`config.mk`:
```
export PLATFORM = sky130hd
export DESIGN_NAME = fetch_unit
export DESIGN_NICKNAME = d
export VERILOG_FILES = /design/src/rtl/fetch_unit_pkg.sv /design/src/rtl/fetch_unit_pc_next_calc.sv /design/src/rtl/fetch_unit.sv
export SDC_FILE = /design/constraint.sdc
export NUM_CORES = 1
export LEC_CHECK = 0
export CORE_MARGIN = 8
export CORE_UTILIZATION = 35
export DETAILED_ROUTE_END_ITERATION = 8
export PLACE_DENSITY_LB_ADDON = 0.15
export SLEW_MARGIN = 20
export SYNTH_ARGS = -nofsm -noshare
export SYNTH_HDL_FRONTEND = slang
export SYNTH_SLANG_ARGS = --single-unit
```
`constraint.sdc`:
```
create_clock -name clk_i -period 4.94 [get_ports clk_i]
set_clock_uncertainty 0.2 [all_clocks]
set_input_delay 0.494 -clock clk_i [delete_from_list [all_inputs] [get_ports clk_i]]
set_output_delay 0.494 -clock clk_i [all_outputs]
set_load 0.01 [all_outputs]
```
`src/rtl/fetch_unit_pkg.sv`:
```
// Constants shared by the fetch stage and the control block: next-PC selects, NOP word, fetch FSM states.
// No logic of its own, so no latency.
// No backpressure; declarations only.
package fetch_unit_pkg;

    localparam logic [2:0] PC_NEXT_SEL_STALL       = 3'd0;
    localparam logic [2:0] PC_NEXT_SEL_NEXT        = 3'd1;
    localparam logic [2:0] PC_NEXT_SEL_PC_IMM      = 3'd2;
    localparam logic [2:0] PC_NEXT_SEL_RS1_IMM     = 3'd3;
    localparam logic [2:0] PC_NEXT_SEL_COND_PC_IMM = 3'd4;

    // ADDI x0,x0,0
    localparam logic [31:0] NOP_INSN_DEFAULT = 32'h0000_0013;

    typedef enum logic [2:0] {
        ST_RESET = 3'd0,
        ST_REQ   = 3'd1,
        ST_WAIT  = 3'd2,
        ST_EXEC  = 3'd3,
        ST_TRAP  = 3'd4
    } fetch_state_e;

    function automatic logic is_word_aligned(input logic [31:0] addr);
        return addr[1:0] == 2'b00;
    endfunction

endpackage

```
`src/rtl/fetch_unit_pc_next_calc.sv`:
```
// Next-PC target computation from the control block's select, offset and instruction size.
// Purely combinational, zero cycles.
// No backpressure; STALL and unused selects report take=0 and leave the PC alone.
module fetch_unit_pc_next_calc
    import fetch_unit_pkg::*;
(
    input  logic [2:0]  sel,
    input  logic [31:0] pc,
    input  logic [31:0] off,
    input  logic [2:0]  isize,
    input  logic [31:0] rs1,
    input  logic        cond,
    output logic        take,
    output logic [31:0] target,
    output logic        misalign
);

    logic [31:0] seq_target;
    logic [31:0] pc_rel_target;
    logic [31:0] rs1_rel_target;

    assign seq_target     = pc + {29'd0, isize};
    assign pc_rel_target  = pc + off;
    // Register-relative jumps drop bit 0 before the alignment check
    assign rs1_rel_target = (rs1 + off) & ~32'd1;

    always_comb begin
        take   = 1'b0;
        target = pc;
        case (sel)
            PC_NEXT_SEL_NEXT: begin
                take   = 1'b1;
                target = seq_target;
            end
            PC_NEXT_SEL_PC_IMM: begin
                take   = 1'b1;
                target = pc_rel_target;
            end
            PC_NEXT_SEL_RS1_IMM: begin
                take   = 1'b1;
                target = rs1_rel_target;
            end
            PC_NEXT_SEL_COND_PC_IMM: begin
                take   = 1'b1;
                target = cond ? pc_rel_target : seq_target;
            end
            default: begin
                take   = 1'b0;
                target = pc;
            end
        endcase
    end

    assign misalign = take & ~is_word_aligned(target);

endmodule

```
`src/rtl/fetch_unit.sv`:
```
// Instruction fetch: owns the PC, issues one imem read at a time, holds the word for decode.
// Best case 3 cycles per instruction (REQ, WAIT, EXEC); +1 per ready-low or rvalid-delay cycle.
// Address held stable while imem_ready_i is low; decode stalls the stage via PC_NEXT_SEL_STALL.
module fetch_unit
    import fetch_unit_pkg::*;
#(
    parameter logic [31:0] RESET_PC = 32'h0000_0000,
    parameter logic [31:0] NOP_INSN = NOP_INSN_DEFAULT
) (
    input  logic        clk_i,
    input  logic        rst_i,
    input  logic [2:0]  pc_next_sel_i,
    input  logic [31:0] pc_next_off_i,
    input  logic [2:0]  pc_isize_i,
    input  logic [31:0] rs1_data_i,
    input  logic [31:0] alu_res_i,
    output logic        imem_req_o,
    output logic [31:0] imem_addr_o,
    input  logic        imem_ready_i,
    input  logic        imem_rvalid_i,
    input  logic [31:0] imem_rdata_i,
    output logic [31:0] pc_o,
    output logic [31:0] pc_data_o,
    output logic        instr_valid_o,
    output logic        misalign_o
);

    fetch_state_e state_q, state_d;
    logic [31:0]  pc_q, pc_d;
    logic [31:0]  data_q, data_d;
    logic         misalign_q, misalign_d;

    logic         calc_take;
    logic [31:0]  calc_target;
    logic         calc_misalign;

    // Only the branch condition bit of the ALU result matters here
    logic unused_alu_bits;
    assign unused_alu_bits = ^alu_res_i[31:1];

    fetch_unit_pc_next_calc u_pc_next_calc (
        .sel      (pc_next_sel_i),
        .pc       (pc_q),
        .off      (pc_next_off_i),
        .isize    (pc_isize_i),
        .rs1      (rs1_data_i),
        .cond     (alu_res_i[0]),
        .take     (calc_take),
        .target   (calc_target),
        .misalign (calc_misalign)
    );

    always_comb begin
        state_d    = state_q;
        pc_d       = pc_q;
        data_d     = data_q;
        misalign_d = misalign_q;
        case (state_q)
            ST_RESET: state_d = ST_REQ;
            ST_REQ: begin
                if (imem_ready_i) begin
                    state_d = ST_WAIT;
                end
            end
            ST_WAIT: begin
                if (imem_rvalid_i) begin
                    data_d  = imem_rdata_i;
                    state_d = ST_EXEC;
                end
            end
            ST_EXEC: begin
                if (calc_take) begin
                    data_d = NOP_INSN;
                    if (calc_misalign) begin
                        misalign_d = 1'b1;
                        state_d    = ST_TRAP;
                    end else begin
                        pc_d    = calc_target;
                        state_d = ST_REQ;
                    end
                end
            end
            ST_TRAP: state_d = ST_TRAP;
            default: state_d = ST_RESET;
        endcase
    end

    always_ff @(posedge clk_i) begin
        if (rst_i) begin
            state_q    <= ST_RESET;
            pc_q       <= RESET_PC;
            data_q     <= NOP_INSN;
            misalign_q <= 1'b0;
        end else begin
            state_q    <= state_d;
            pc_q       <= pc_d;
            data_q     <= data_d;
            misalign_q <= misalign_d;
        end
    end

    assign imem_req_o    = (state_q == ST_REQ);
    assign imem_addr_o   = pc_q;
    assign pc_o          = pc_q;
    assign pc_data_o     = data_q;
    assign instr_valid_o = (state_q == ST_EXEC);
    assign misalign_o    = misalign_q;

endmodule

```
==> summary.txt <==
Power and ir drop
  • Overall Power: 1.76 mW
  • Pwr dens: 183 mW/mm²
  • Maximum VDD drop: 0.110 mV
  • Leakage power: 3.77 nW

Die
  • Core ar.: 0.0203 mm²
  • Die Wd: 160 µm
  • Site Rows: 52
  • Die ar.: 0.0256 mm²
  • Initial Utilization: 35.8%
  • Die Ht: 160 µm
  • I/O pins: 237

Placed design
  • Dpl cell area: 0.00932 mm²
  • Dpl cells: 1396
  • Final GP Congestion: 0.937
  • Port buffer count: 205
  • Final HPWL DP: 19600 µm

Final layout
  • Finished Layout Cells: 1411
  • Final layout net count: 1342
  • Fraction of layout cells with a size suffix above 1: 3.68%
  • Final Cell Area: 0.00961 mm²
  • Area delta synth->final: 32.5%
  • Ant diodes: 0
  • Fillcell total: 2077

Global route
  • Initial antenna violation count: 0
  • First-pass GRT wire length: 40300 µm
  • Tot GR Track Use: 19.1%
  • Vias in the first global route: 7511
  • Pin count of the biggest net entering global routing: 56
  • Congestion Overflow GR: 0

STA
  • Setup TNS: 0 ns
  • RSZ-0062 raised after global routing: false
  • Slew Limit Headroom: 24.4%
  • Fmax: 0.260 GHz
  • Final hold viol count: 0
  • Final min period: 3.85 ns
  • Final max-slew violation count: 0
  • Final setup viols: 0
  • Tightest Pin Transition: 1.13 ns
  • Final period util: 78.0%

Logic synthesis
  • Synth unique cells: 71
  • EDFF count, synth: 0
  • Commonest cells post-synth: 120 x a21oi_1, 98 x nand2_1, 80 x nor2_1
  • Mapped Cells: 991
  • Post-synth top area share: 18.8%
  • Most common cell in the netlist: a21oi_1
  • Cell area after synthesis: 0.00726 mm²
  • Synth area leader: dfxtp_1
  • Post-synth top flop: dfxtp_1
  • Yosys warning count: 0
  • Post-synth ARST share: 0%
  • #FFs+latches synth: 68
  • Register area share after synthesis: 18.8%
  • Area contributors post-synth: dfxtp_1 19%, ha_1 11%, a21oi_1 8.3%
  • Avg Cell Area, Syn: 7.32 µm²
  • Synth Net Count: 1196

Routing
  • First-pass iteration count of the detailed router: 5
  • Post-route DRC: 0
  • Routed wire length: 25500 µm
  • Via count: 7821
  • Routed len/inst: 18.1 µm
  • Post-route ant nets: 0
  • Number of DRC markers in iteration 0: 557
  • Via density: 5.54

Clock tree
  • Num CTS Buffers: 9
  • CTS tree: done
  • Clock Tree Buf Depth: 2
  • Postcts setup bufs: 0
  • CTS clk-pin slew, worst paths: 0.05 ns
  • Cts hold-fix bufs: 0
  • PostCTS Resize Cnt: 0
  • CTS Root Cell: clkbuf_16
  • TritonCTS Sinks: 68
  • Worst skew pair latency: 0.34 ns
  • H-tree depth: 3

Worst setup path
  • Critical Path RT: 5.01 ns
  • Worst-path cell chain: clkdlybuf4s50_1, ha_1, a21o_1, a21o_1, a221o_1, a311oi_2, o21bai_2, o41ai_2, o21ai_1, or4b_1, nand3_1
  • Crit path top cell by count: a21o_1
  • Crit. Startpoint: pc_next_off_i[8]
  • Setup crit end kind: flip-flop
  • CP max FO: 6
  • Setup CP Type: primary input to flip-flop
  • Critical path launch point type: primary input
  • Worst Path Buf+Inv: 1
  • Crit path DAT: 3.92 ns
  • Critical path's top delay family: compound AO/OA/AOI/OAI gates
  • Slowest stage cell, crit path: o41ai_2
  • RR Startpoint: imem_addr_o[14]
  • Max incr delay on CP: 0.48 ns

Run status
  • Status: finished, final reports clean

Run
  • Max-cap violation count: 0

Hold path
  • Worst Hold Class: flip-flop to flip-flop
  • Min-delay src: misalign_o
[cells in the final DEF (no fill, tap or decap), drive strengths merged, types with 18 or more instances in the layout]
master         instances
ha                    64
nand3                 22
inv                   22
nor3                  20
a211oi                18
and3                  19
xnor2                 34
o21ai                 52
dfxtp                 68
a21oi                120
a21o                  38
nand3b                33
nand2                 98
xor2                  24
clkdlybuf4s50        204
nor2                  80
[layout make-up]
class | count | area (µm²) | share of cell area, %
Clock inverter | 4 | 50.0 | 0.521
Tap cell | 270 | 338 | 3.51
Sequential cell | 68 | 1360 | 14.2
Timing Repair Buffer | 216 | 2140 | 22.3
Inverter | 22 | 82.6 | 0.859
Clock buffer | 11 | 243 | 2.52
Multi-Input combinational cell | 820 | 5400 | 56.1
[worst paths after layout]
| kind | to | slack (ns) | cells after the start |
|---|---|---|---|
| setup / recovery | imem_addr_o[31] | 1.09 | 11 |
| hold / removal | misalign_o | 0.25 | 2 |
| setup reg to reg | imem_addr_o[31] | 1.21 | 10 |
| hold reg to reg | misalign_o | 0.25 | 2 |
[state kept, by name (all words and copies together), names as in the netlist]
register	cells
state_q	3
pc_data_o	32
imem_addr_o	32
misalign_o	1
[worst register-to-register path: cells and delay by family, from the launching register on]
kind                       cells  cell delay, ns
DFF                            1            0.54
AOI/OAI and AO/OA              6            1.55
adders and majority gates      1            0.38
and+or+nand+nor                3            1.01
[through the flow]
step | worst slack [ns] | util [%] | hold WS (ns)
floorplan | 1.72 | - | 0.270
global placement | 0.694 | 45.9 | 0.238
detailed placement | 0.713 | 45.9 | 0.238
CTS | 1.07 | 47.4 | 0.247
global route | 0.819 | 47.4 | 0.265
finish | 1.09 | 47.4 | 0.246
[kinds of logic (layout without fill, tap and decap cells)]
group                    count (synthesis)  count (layout)  synth area share, %
AND/OR/NAND/NOR                        350             350                 24.6
AO/OA/AOI/OAI                          341             341                 30.3
buffers and inverters                  103             253                 7.00
flip-flops                              68              68                 18.8
adder cells (fa/ha/maj)                 67              67                 11.9
XOR/XNOR                                58              58                 7.00
multiplexers                             4               4                0.552
[layer usage]
metal / vias up / GRT usage, % / wire length (µm)
li1: 3928 / - / -
met5: - / 0 / 0
met3: 22 / 3.68 / 1540
met2: 259 / 30.6 / 11200
met4: 0 / 5.31 / 430
met1: 3612 / 25.5 / 12300
[report_power, final]
group          internal [mW]  switching, mW  total (mW)
sequential             0.558        0.00854       0.567
clock                  0.401          0.256       0.658
combinational          0.252          0.279       0.531
No activity file was read; power rests on OpenSTA's default activity.
==> edit, RTL diff (same flow settings) <==
Encoding of `fetch_state_e`: now one-hot (5 bits for 5 states).
--- a/src/rtl/fetch_unit_pkg.sv
+++ b/src/rtl/fetch_unit_pkg.sv
@@ -12,12 +12,12 @@
     // ADDI x0,x0,0
     localparam logic [31:0] NOP_INSN_DEFAULT = 32'h0000_0013;
 
-    typedef enum logic [2:0] {
-        ST_RESET = 3'd0,
-        ST_REQ   = 3'd1,
-        ST_WAIT  = 3'd2,
-        ST_EXEC  = 3'd3,
-        ST_TRAP  = 3'd4
+    typedef enum logic [4:0] {
+        ST_RESET = 5'b00001,
+        ST_REQ   = 5'b00010,
+        ST_WAIT  = 5'b00100,
+        ST_EXEC  = 5'b01000,
+        ST_TRAP  = 5'b10000
     } fetch_state_e;
 
     function automatic logic is_word_aligned(input logic [31:0] addr);
Formal check against the unedited RTL: no difference found for any inputs over 4 cycles, from zero or initial values and one cycle with rst_i high; so few cycles prove little.
==> edit against the unedited design <==
Wire length rose by 15%. Setup slack improved by 0.018 ns. Register-to-register slack improved by 0.18 ns. Sequential cell count rose by 2. Synthesized area rose by 5.9%. Largest cell class unchanged. Total power fell by 3.7%. Critical endpoint is now imem_addr_o[28]. Via count rose by 10%. Maximum frequency rose by 0.48%. Final area rose by 3.0%. Count of clock-buffer cells in the layout fell by 2.
==> edit: results (changes against the unedited design) <==
Run status
  – Status: complete, no violations

Layout
  – Non-clock buffers, area share: 21.5% (-0.79 points)
  – Signal buffers: 214 (-0.93%)
  – Seq. cell area: 1400 um2 (+2.9%)
  – #MultiIn Comb: 879 (+7.2%)
  – Footprint of the multi-input gates: 5650 um2 (+4.6%)
  – Logic inverters: 29 (+32%)
  – Filler cells: 2248 (+8.2%)
  – Final-layout clock-cell area share: 2.68% (-0.37 points)
  – Layout cells sized above 1: 3.48% (-0.20 points)
  – Fin nets: 1408 (+4.9%)
  – Seq/total area: 14.2% (about the same)

Yosys
  – Post-synthesis sequential area ratio: 18.2% (-0.52 points)
  – Syn nets: 1275 (+6.6%)
  – Synth cell count leaders: nand2_1, a21oi_1, nor2_1, dfxtp_1, ha_1
  – Top cells by area, synth: dfxtp_1, ha_1, a21oi_1
  – Post-synth cell types: 79 (+11%)

Route
  – Drt total wl: 29400 um (+15%)
  – DR vias: 8602 (+10%)
  – DR vias/cell: 5.78 (+4.4%)
  – Router iterations before antenna repair: 7 (+2)
  – Metal3 WL: 1690 um (+9.5%)
  – Initial DRC Count: 645 (+16%)
  – Wl on met1: 13100 um (+6.0%)
  – Met2 Wirelength: 13700 um (+22%)

Global routing
  – Vias in the first global route: 8103 (+7.9%)
  – Global-route wire length before repair: 45200 um (+12%)
  – Tot GR Track Use: 21.1% (+2.0 points)
  – GRT met3 Usage: 2.28% (-1.4 points)
  – Largest net degree at the start of global routing: 50 (-11%)

Critical path
  – Worst r2r src: imem_addr_o[0]
  – Reg2reg path depth: 10 (unchanged)
  – Critical path's slowest cell: or4_4
  – CP Launch Point: pc_next_off_i[0]
  – Worst-path fanout max: 5 (-1)
  – Critical path's largest stage delay: 0.52 ns (+0.04 ns)

Placement
  – Hpwl dp: 22500 um (+15%)
  – Placed Area: 9630 um2 (+3.3%)
  – Gpl congestion: 0.916 (-2.3%)
  – Place WS: 0.815 ns (+0.102 ns)
  – Cells after DPL: 1472 (+5.4%)

Power and ir drop
  – Clock group share of total power: 36.2% (-1.3 points)
  – P_seq: 0.573 mW (+1%)
  – Max rail drop VDD: 118 uV (+7.9%)
  – Leak: 3.85 nW (+2.1%)
  – P_sw: 0.565 mW (+3.9%)
  – Sw frac: 33.4% (+2.4 points)

Worst hold path
  – Hold Crit Class: reg -> reg
  – Worst hold start: pc_data_o[25]

STA
  – Worst relative slew slack: 39.8% (+15 points)

CTS
  – Clock Tree Buf Depth: 2 (unchanged)
  – CTS sink cnt: 70 (+2.9%)
  – CTS H-tree lvls: 3 (unchanged)

Die
  – Die X: 164 um (+2.6%)
[edit: cell types whose count changed after synthesis, sizes merged, moves of 7 or more]
cell	unedited run	this run
a21o	38	29
a21oi	120	111
buf	33	44
inv	22	29
nand2	98	114
nand3	22	60
nand3b	33	6
nor2	80	93
nor2b	14	6
nor3	20	43
o21ai	52	60
o22ai	12	5
xnor2	34	26
[edit: worst paths after layout]
path | endpoint | slack, ns
hold / removal | pc_data_o[25] | 0.25
setup / recovery | imem_addr_o[28] | 1.11
hold reg to reg | pc_data_o[25] | 0.25
setup reg to reg | imem_addr_o[28] | 1.39
[edit: cell families after synthesis]
group                    synth area share [%]
AND/OR/NAND/NOR                          24.6
XOR/XNOR                                 6.38
adder cells (fa/ha/maj)                  11.2
buffers and inverters                    8.71
AO/OA/AOI/OAI                            29.6
multiplexers                             1.32
flip-flops                               18.2
